--- src/rtl/uart_pkg.sv ---
// Shared UART definitions: frame defaults, oversampling ratio and the transmitter state encoding.
// The receiver and the FIFO instantiations consume the same defaults.
package uart_pkg;

  localparam int OVERSAMPLE      = 16;
  localparam int DEFAULT_DBIT    = 8;
  localparam int DEFAULT_SB_TICK = 16;

  typedef enum logic [2:0] {
    IDLE,
    POP,
    LOAD,
    START,
    DATA,
    STOP
  } tx_state_e;

endpackage

--- src/rtl/uart_tx.sv ---
// UART transmitter: pops one byte from the TX FIFO when idle and shifts it out LSB first
// as start / DBIT data / stop, timed by the shared 16x oversampling tick.
module uart_tx
  import uart_pkg::*;
#(
  parameter int DBIT    = DEFAULT_DBIT,
  parameter int SB_TICK = DEFAULT_SB_TICK
) (
  input  logic            clk,
  input  logic            reset,
  input  logic            s_tick,
  input  logic            empty,
  input  logic [DBIT-1:0] r_data,
  output logic            rd,
  output logic            tx,
  output logic            tx_busy,
  output logic            tx_done_tick
);

  // The tick counter must reach both the per-bit terminal and the stop-bit terminal.
  localparam int S_MAX = (SB_TICK > OVERSAMPLE) ? SB_TICK : OVERSAMPLE;
  localparam int S_W   = $clog2(S_MAX);
  localparam int N_W   = (DBIT > 1) ? $clog2(DBIT) : 1;

  localparam logic [S_W-1:0] S_BIT_LAST  = S_W'(OVERSAMPLE - 1);
  localparam logic [S_W-1:0] S_STOP_LAST = S_W'(SB_TICK - 1);
  localparam logic [N_W-1:0] N_LAST      = N_W'(DBIT - 1);

  tx_state_e       state_q, state_d;
  logic [S_W-1:0]  s_q, s_d;
  logic [N_W-1:0]  n_q, n_d;
  logic [DBIT-1:0] shift_q, shift_d;
  logic            tx_q, tx_d;

  always_comb begin
    // NOTE: every signal written here gets a default first, so no path can infer a latch.
    state_d      = state_q;
    s_d          = s_q;
    n_d          = n_q;
    shift_d      = shift_q;
    tx_done_tick = 1'b0;
    tx_d         = 1'b1;

    unique case (state_q)
      IDLE: begin
        if (!empty) state_d = POP;
      end
      POP: begin
        state_d = LOAD;
      end
      LOAD: begin
        shift_d = r_data;
        s_d     = '0;
        n_d     = '0;
        state_d = START;
      end
      START: begin
        if (s_tick) begin
          if (s_q == S_BIT_LAST) begin
            s_d     = '0;
            state_d = DATA;
          end else begin
            s_d = s_q + S_W'(1);
          end
        end
      end
      DATA: begin
        if (s_tick) begin
          if (s_q == S_BIT_LAST) begin
            s_d     = '0;
            shift_d = shift_q >> 1;
            if (n_q == N_LAST) state_d = STOP;
            else               n_d     = n_q + N_W'(1);
          end else begin
            s_d = s_q + S_W'(1);
          end
        end
      end
      STOP: begin
        if (s_tick) begin
          if (s_q == S_STOP_LAST) begin
            tx_done_tick = 1'b1;
            state_d      = IDLE;
          end else begin
            s_d = s_q + S_W'(1);
          end
        end
      end
      default: state_d = IDLE;
    endcase

    // The line level is registered from the next state so it changes with the state register.
    unique case (state_d)
      START:   tx_d = 1'b0;
      DATA:    tx_d = shift_d[0];
      default: tx_d = 1'b1;
    endcase
  end

  always_ff @(posedge clk) begin
    // NOTE: sequential state uses non-blocking assignments so every flop samples pre-edge values.
    if (reset) begin
      // NOTE: the shift register is plain flops, so clearing it on reset costs nothing and keeps state deterministic.
      state_q <= IDLE;
      s_q     <= '0;
      n_q     <= '0;
      shift_q <= '0;
      tx_q    <= 1'b1;
    end else begin
      state_q <= state_d;
      s_q     <= s_d;
      n_q     <= n_d;
      shift_q <= shift_d;
      tx_q    <= tx_d;
    end
  end

  assign rd      = (state_q == POP);
  assign tx_busy = (state_q != IDLE);
  assign tx      = tx_q;

endmodule

--- config.mk ---
export PLATFORM = sky130hd
export DESIGN_NAME = uart_tx
export DESIGN_NICKNAME = d
export VERILOG_FILES = /design/src/rtl/uart_pkg.sv /design/src/rtl/uart_tx.sv
export SDC_FILE = /design/constraint.sdc
export NUM_CORES = 1
export LEC_CHECK = 0
export ABC_CLOCK_PERIOD_IN_PS = 1500
export BUFFER_PORTS_ARGS = -buffer_cell sky130_fd_sc_hd__buf_2
export CAP_MARGIN = 20
export CORE_UTILIZATION = 40
export CTS_BUF_LIST = sky130_fd_sc_hd__clkbuf_2
export CTS_CLUSTER_SIZE = 24
export DETAILED_ROUTE_END_ITERATION = 6
export PLACE_DENSITY = 0.68
export SKIP_CTS_REPAIR_TIMING = 1
export SYNTH_ARGS = -nofsm -noshare
export SYNTH_HDL_FRONTEND = slang
export SYNTH_SLANG_ARGS = --single-unit
export TNS_END_PERCENT = 30
--- constraint.sdc ---
create_clock -name clk -period 1.5 [get_ports clk]
set_clock_uncertainty 0.1 [all_clocks]
set_input_delay 0.3 -clock clk [delete_from_list [all_inputs] [get_ports clk]]
set_output_delay 0.3 -clock clk [all_outputs]
set_load 0.02 [all_outputs]
Word-level counts from Yosys, hierarchy flattened
Index checks and enable logic that the tools add are counted.
{"block": "word_totals", "regBits": 19, "in_bits": 12, "out_inout_bits": 4, "elab_cells": 56}
{"block": "op_classes", "add_sub_neg": 2, "n_eq_ne": 15, "mux": 25, "n_reduce_logical": 8}
{"cell": "$mux W3", "count": 11}
{"cell": "$pmux W3 S6", "count": 1}
{"cell": "$mux W4", "count": 4}
{"cell": "$mux W8", "count": 2}
{"cell": "$pmux W8 S2", "count": 1}
{"cell": "$eq A3 B3 Y1 const B", "count": 4}
{"cell": "$pmux W4 S3", "count": 1}
{"cell": "$ne A2 B2 Y1 const B", "count": 5}
{"cell": "$eq A3 B2 Y1 const B", "count": 3}
{"cell": "$reduce_and A4 Y1", "count": 2}
{"cell": "$pmux W3 S2", "count": 1}
{"cell": "$reduce_bool A3 Y1", "count": 2}
{"cell": "$add A4 B1 Y4 const B", "count": 1}
{"cell": "$eq A4 B4 Y1 const B", "count": 1}
{"cell": "$add A3 B1 Y3 const B", "count": 1}
{"cell": "$eq A3 B1 Y1 const B", "count": 1}
{"cell": "$logic_not A3 Y1", "count": 1}
{"cell": "$mux W1", "count": 3}
{"cell": "$reduce_and A3 Y1", "count": 1}
{"cell": "$ne A2 B1 Y1 const B", "count": 1}
{"cell": "$pmux W1 S2", "count": 1}
{"cell": "$reduce_bool A2 Y1", "count": 1}
{"cell": "$reduce_or A2 Y1", "count": 1}

Depth between registers and ports, before layout
{"block": "depth", "depth_word": 7, "ltp_mapped": 6, "depth_no_buf": 6}

Worst setup path before layout
Ideal clock, no wire load.
{"block": "synth_path", "path_kind": "reg2out", "from": "register s_q[0]", "to": "output tx_done_tick", "t_arrival_ps": 1268, "required_ps": 1100, "path_slack_ps": -168, "stages_incl_launch_ff": 6, "n_path_buf": 1, "path_cell_list": "dfxtp_1 ha_1 and4_1 buf_2 nand2_1 nor2_1"}
{"block": "synth_between", "elab_chain_len": 4}
{"element": "start: declaration", "line": "uart_tx.sv:30", "rtl": "logic [S_W-1:0] s_q, s_d;"}
{"element": "start signal: assignment", "line": "uart_tx.sv:105", "rtl": "s_q <= '0;"}
{"element": "start signal: assignment", "line": "uart_tx.sv:111", "rtl": "s_q <= s_d;"}
{"element": "$eq A4 B4 Y1", "line": "uart_tx.sv:81", "rtl": "if (s_q == S_STOP_LAST) begin"}
{"element": "$mux W1", "line": "uart_tx.sv:81"}
{"element": "$mux W1", "line": "uart_tx.sv:80", "rtl": "if (s_tick) begin"}
{"element": "$mux W1", "line": "uart_tx.sv:44", "rtl": "unique case (state_q)"}
{"element": "end: declaration", "line": "uart_tx.sv:17", "rtl": "output logic tx_done_tick"}
Every way passes these cells.

Worst setup path in the final report
{"block": "layout_path", "from": "register state_q[1]", "to": "output tx_busy"}
{"block": "layout_between", "elab_chain_len": 1}
{"element": "start: declaration", "line": "uart_tx.sv:29", "rtl": "tx_state_e state_q, state_d;"}
{"element": "start signal: assignment", "line": "uart_tx.sv:110", "rtl": "state_q <= state_d;"}
{"element": "$reduce_bool A3 Y1", "line": "uart_tx.sv:119", "rtl": "assign tx_busy = (state_q != IDLE);"}
{"element": "end: declaration", "line": "uart_tx.sv:16", "rtl": "output logic tx_busy,"}
Every way passes these cells.

==> results_dict.tcl <==
set metrics [dict create \
    grt.overflow.total 0 \
    viasPerCell 5.644 \
    drv_slew 0 \
    cellPowerDensity_nw_per_um2 670.4 \
    cp-endpoint "tx_busy" \
    failed_checks "setup timing" \
    finalCritPeriodShare_pct 116.4 \
    grt_pass1_vias 824 \
    routedWlPerCell_um 14.07 \
    die_h_um 52.43 \
    root_buffer "clkbuf_2" \
    status "finished with violations" \
    routabilityCongestion 0.7840 \
    nets 176 \
    multi_input_area_um2 696.9 \
    ys_ff_latch 19 \
    setup_viol_count_final 16 \
    required_ps 1100 \
    synthArstFlopShare_pct 0 \
    numPortBuffers 15 \
    synth_ff_type "dfxtp_1" \
    synth_edf_count 0 \
    critPathMaxStageDelay_ps 410 \
    r2r_cells 7 \
    vias 1061 \
    die_area_um2 2749 \
    antenna_found_initial 0 \
    initial_core_util_pct 44.28 \
    drc_errors 0 \
    synth_cell_types 36 \
    wl_um 2645 \
    min_from "r_data[0]" \
    max_freq_ghz 0.5729 \
    grtUsageTotal_pct 17.19 \
    tightest_slew_ps 261.0 \
    drtIter0Drc 28 \
    layout_setup_ws_ps -245.4 \
    maxCapViolations 0 \
    dieWidth_um 52.43 \
    rows 17 \
    clk_transition_reported_paths_ps 180 \
    drive_gt1_share_pct 48.13 \
    seqCellArea_um2 391.6 \
    synth_nets 136 \
    ir_drop_uv 600.2 \
    syn_to_final_growth_pct 44.77 \
    synth.cell_area_um2 1017 \
    path_max_fanout 6 \
    critPathKind "flip-flop to output pin" \
    finalSetupTns_ps -1285 \
    ys_seq_area_share_pct 37.39 \
    cp-startpoint "state_q[1]" \
    grt_pass1_wl_um 3505 \
    r2r-end "shift_q[7]" \
    grt_max_degree 15 \
    hold_path_class "input port to flip-flop" \
    fin_crit_ps 1745 \
    synth_cells 121 \
    p_leak_nw 0.6132 \
    crit_path_top_delay_cell "dfxtp_4" \
    reg2reg_from "state_q[0]" \
    clk_path_buf_depth 2 \
    timing.critical_path.mode_cell "buf_6" \
    dpl_cell_area_um2 1229 \
    fillers 186 \
    relSlewSlack_pct 82.52 \
    rsz0062_at_grt "true" \
    worstSkewPairLatency_ps 310 \
    num_io_pins 16 \
    crit_chain "buf_6 > or3_4 > buf_6" \
    synth_area_per_cell_um2 8.407 \
    antenna_left 0 \
    r2r_slack_ps -80 \
    dr.pass1.iters 4 \
    ys.warnings.count 0 \
    stdcell_area_um2 1473 \
    cts_sinks 19 \
    worst_setup_path_end_kind "output pin" \
    crit_arrival_ps 1350 \
    start_kind "flip-flop" \
    finalHoldViolCount 0 \
    insertedDiodeCount 0 \
    pre_cts_ws_ps -85.32 \
    ctsHtreeMaxLevel 1 \
    cts_made_buffers 3 \
    cts_tree "done" \
    place_hpwl_um 1628 \
    design.core.area_um2 2297 \
]
-- synth_stat cells (2+ instances only) --
cell type | instances | area [µm²]
dfxtp_1 | 19 | 380.4
nand2_1 | 14 | 52.55
a21oi_1 | 11 | 55.05
a22oi_1 | 10 | 75.07
nor2_1 | 9 | 33.78
nand2b_1 | 4 | 25.02
nand3_1 | 4 | 20.02
o21ai_0 | 4 | 20.02
buf_2 | 3 | 15.01
clkbuf_1 | 3 | 11.26
ha_1 | 3 | 37.54
a22o_1 | 2 | 17.52
a31oi_1 | 2 | 12.51
and2b_1 | 2 | 15.01
and3_1 | 2 | 12.51
and3b_1 | 2 | 17.52
and4_1 | 2 | 17.52
buf_4 | 2 | 15.01
nand4_1 | 2 | 12.51
nor3_1 | 2 | 10.01
nor3b_1 | 2 | 15.01
nor3b_2 | 2 | 25.02
nor4_1 | 2 | 12.51
-- how the worst min path moves through the flow --
| stage | end | depth (start not counted) |
|---|---|---|
| after floorplan | shift_q[1] | 2 |
| after global placement | shift_q[2] | 2 |
| after detailed placement | shift_q[4] | 2 |
| after CTS | shift_q[0] | 3 |
| after global routing | shift_q[0] | 3 |
| final | shift_q[0] | 3 |
-- power by group --
part / internal [mW] / switching, mW
clock: 0.0707 / 0.154
combinational: 0.116 / 0.105
sequential: 0.524 / 0.0173
total: 0.711 / 0.276
-- state kept, by name, indices dropped and copies added (netlist names) --
signal,count
shift_q,8
s_q,4
n_q,3
state_q,3
tx,1
-- stage by stage --
| step | hold slack [ps] | power (mW) | instances | utilization [%] |
|---|---|---|---|---|
| after floorplan | 332.3 | 0.6430 | 121 | - |
| after global placement | 346.1 | 0.6957 | 174 | 53.49 |
| after detailed placement | 352.1 | 0.7000 | 174 | 53.49 |
| after CTS | 105.7 | 0.9236 | 178 | 54.36 |
| after global routing | 89.57 | 1.033 | 188 | 64.11 |
| final | 108.7 | 0.9872 | 188 | 64.11 |
-- critical path, delay by kind of cell, from the launching register on --
kind / cells / cell delay (ps)
DFF: 1 / 410
and+or+nand+nor: 1 / 370
buffers and inverters: 2 / 260
-- cells in the final DEF (no fill, tap or decap), types with 2 or more instances in the layout --
master	netlist	layout
nor2_1	9	8
nand4_1	2	2
a22oi_2	0	3
a22o_1	2	2
o21ai_1	0	2
nand2_2	0	3
nor3_2	1	2
nand2_1	14	10
nand3_1	4	4
and2b_1	2	2
a21oi_1	11	7
and3b_1	2	2
buf_2	3	12
nor3b_2	2	2
dfxtp_4	0	2
nand2b_1	4	4
dfxtp_1	19	14
ha_1	3	2
dfxtp_2	0	3
clkbuf_2	0	5
buf_4	2	23
a22oi_1	10	7
o21ai_0	4	2
buf_6	0	6
a31oi_1	2	2
a21oi_2	1	4
and3_1	2	2
-- final cells by class --
cell class / instances / area share [%]
clock buffers: 4 / 1.359
inverters: 1 / 0.2549
multi-input cells: 93 / 47.32
flip-flops and latches: 19 / 26.59
well taps: 28 / 2.379
repair buffers: 43 / 22.09
-- cell families after synthesis --
kind of cell / count (synthesis) / share of synthesized area (%)
AO/OA/AOI/OAI: 34 / 22.14
buffers and inverters: 9 / 4.427
adder cells (fa/ha/maj): 3 / 3.690
AND/OR/NAND/NOR: 54 / 30.26
multiplexers: 2 / 2.091
flip-flops: 19 / 37.39
-- routing by layer --
| layer | share of wire [%] | global-route usage, % | up-vias |
|---|---|---|---|
| li1 | - | - | 522 |
| met1 | 47 | 23.02 | 516 |
| met2 | 49 | 26.16 | 21 |
| met3 | 3.0 | 5.217 | 2 |
| met4 | 0.60 | 5.263 | 0 |
| met5 | 0 | 0 | - |
(Power assumes the default switching activity.)
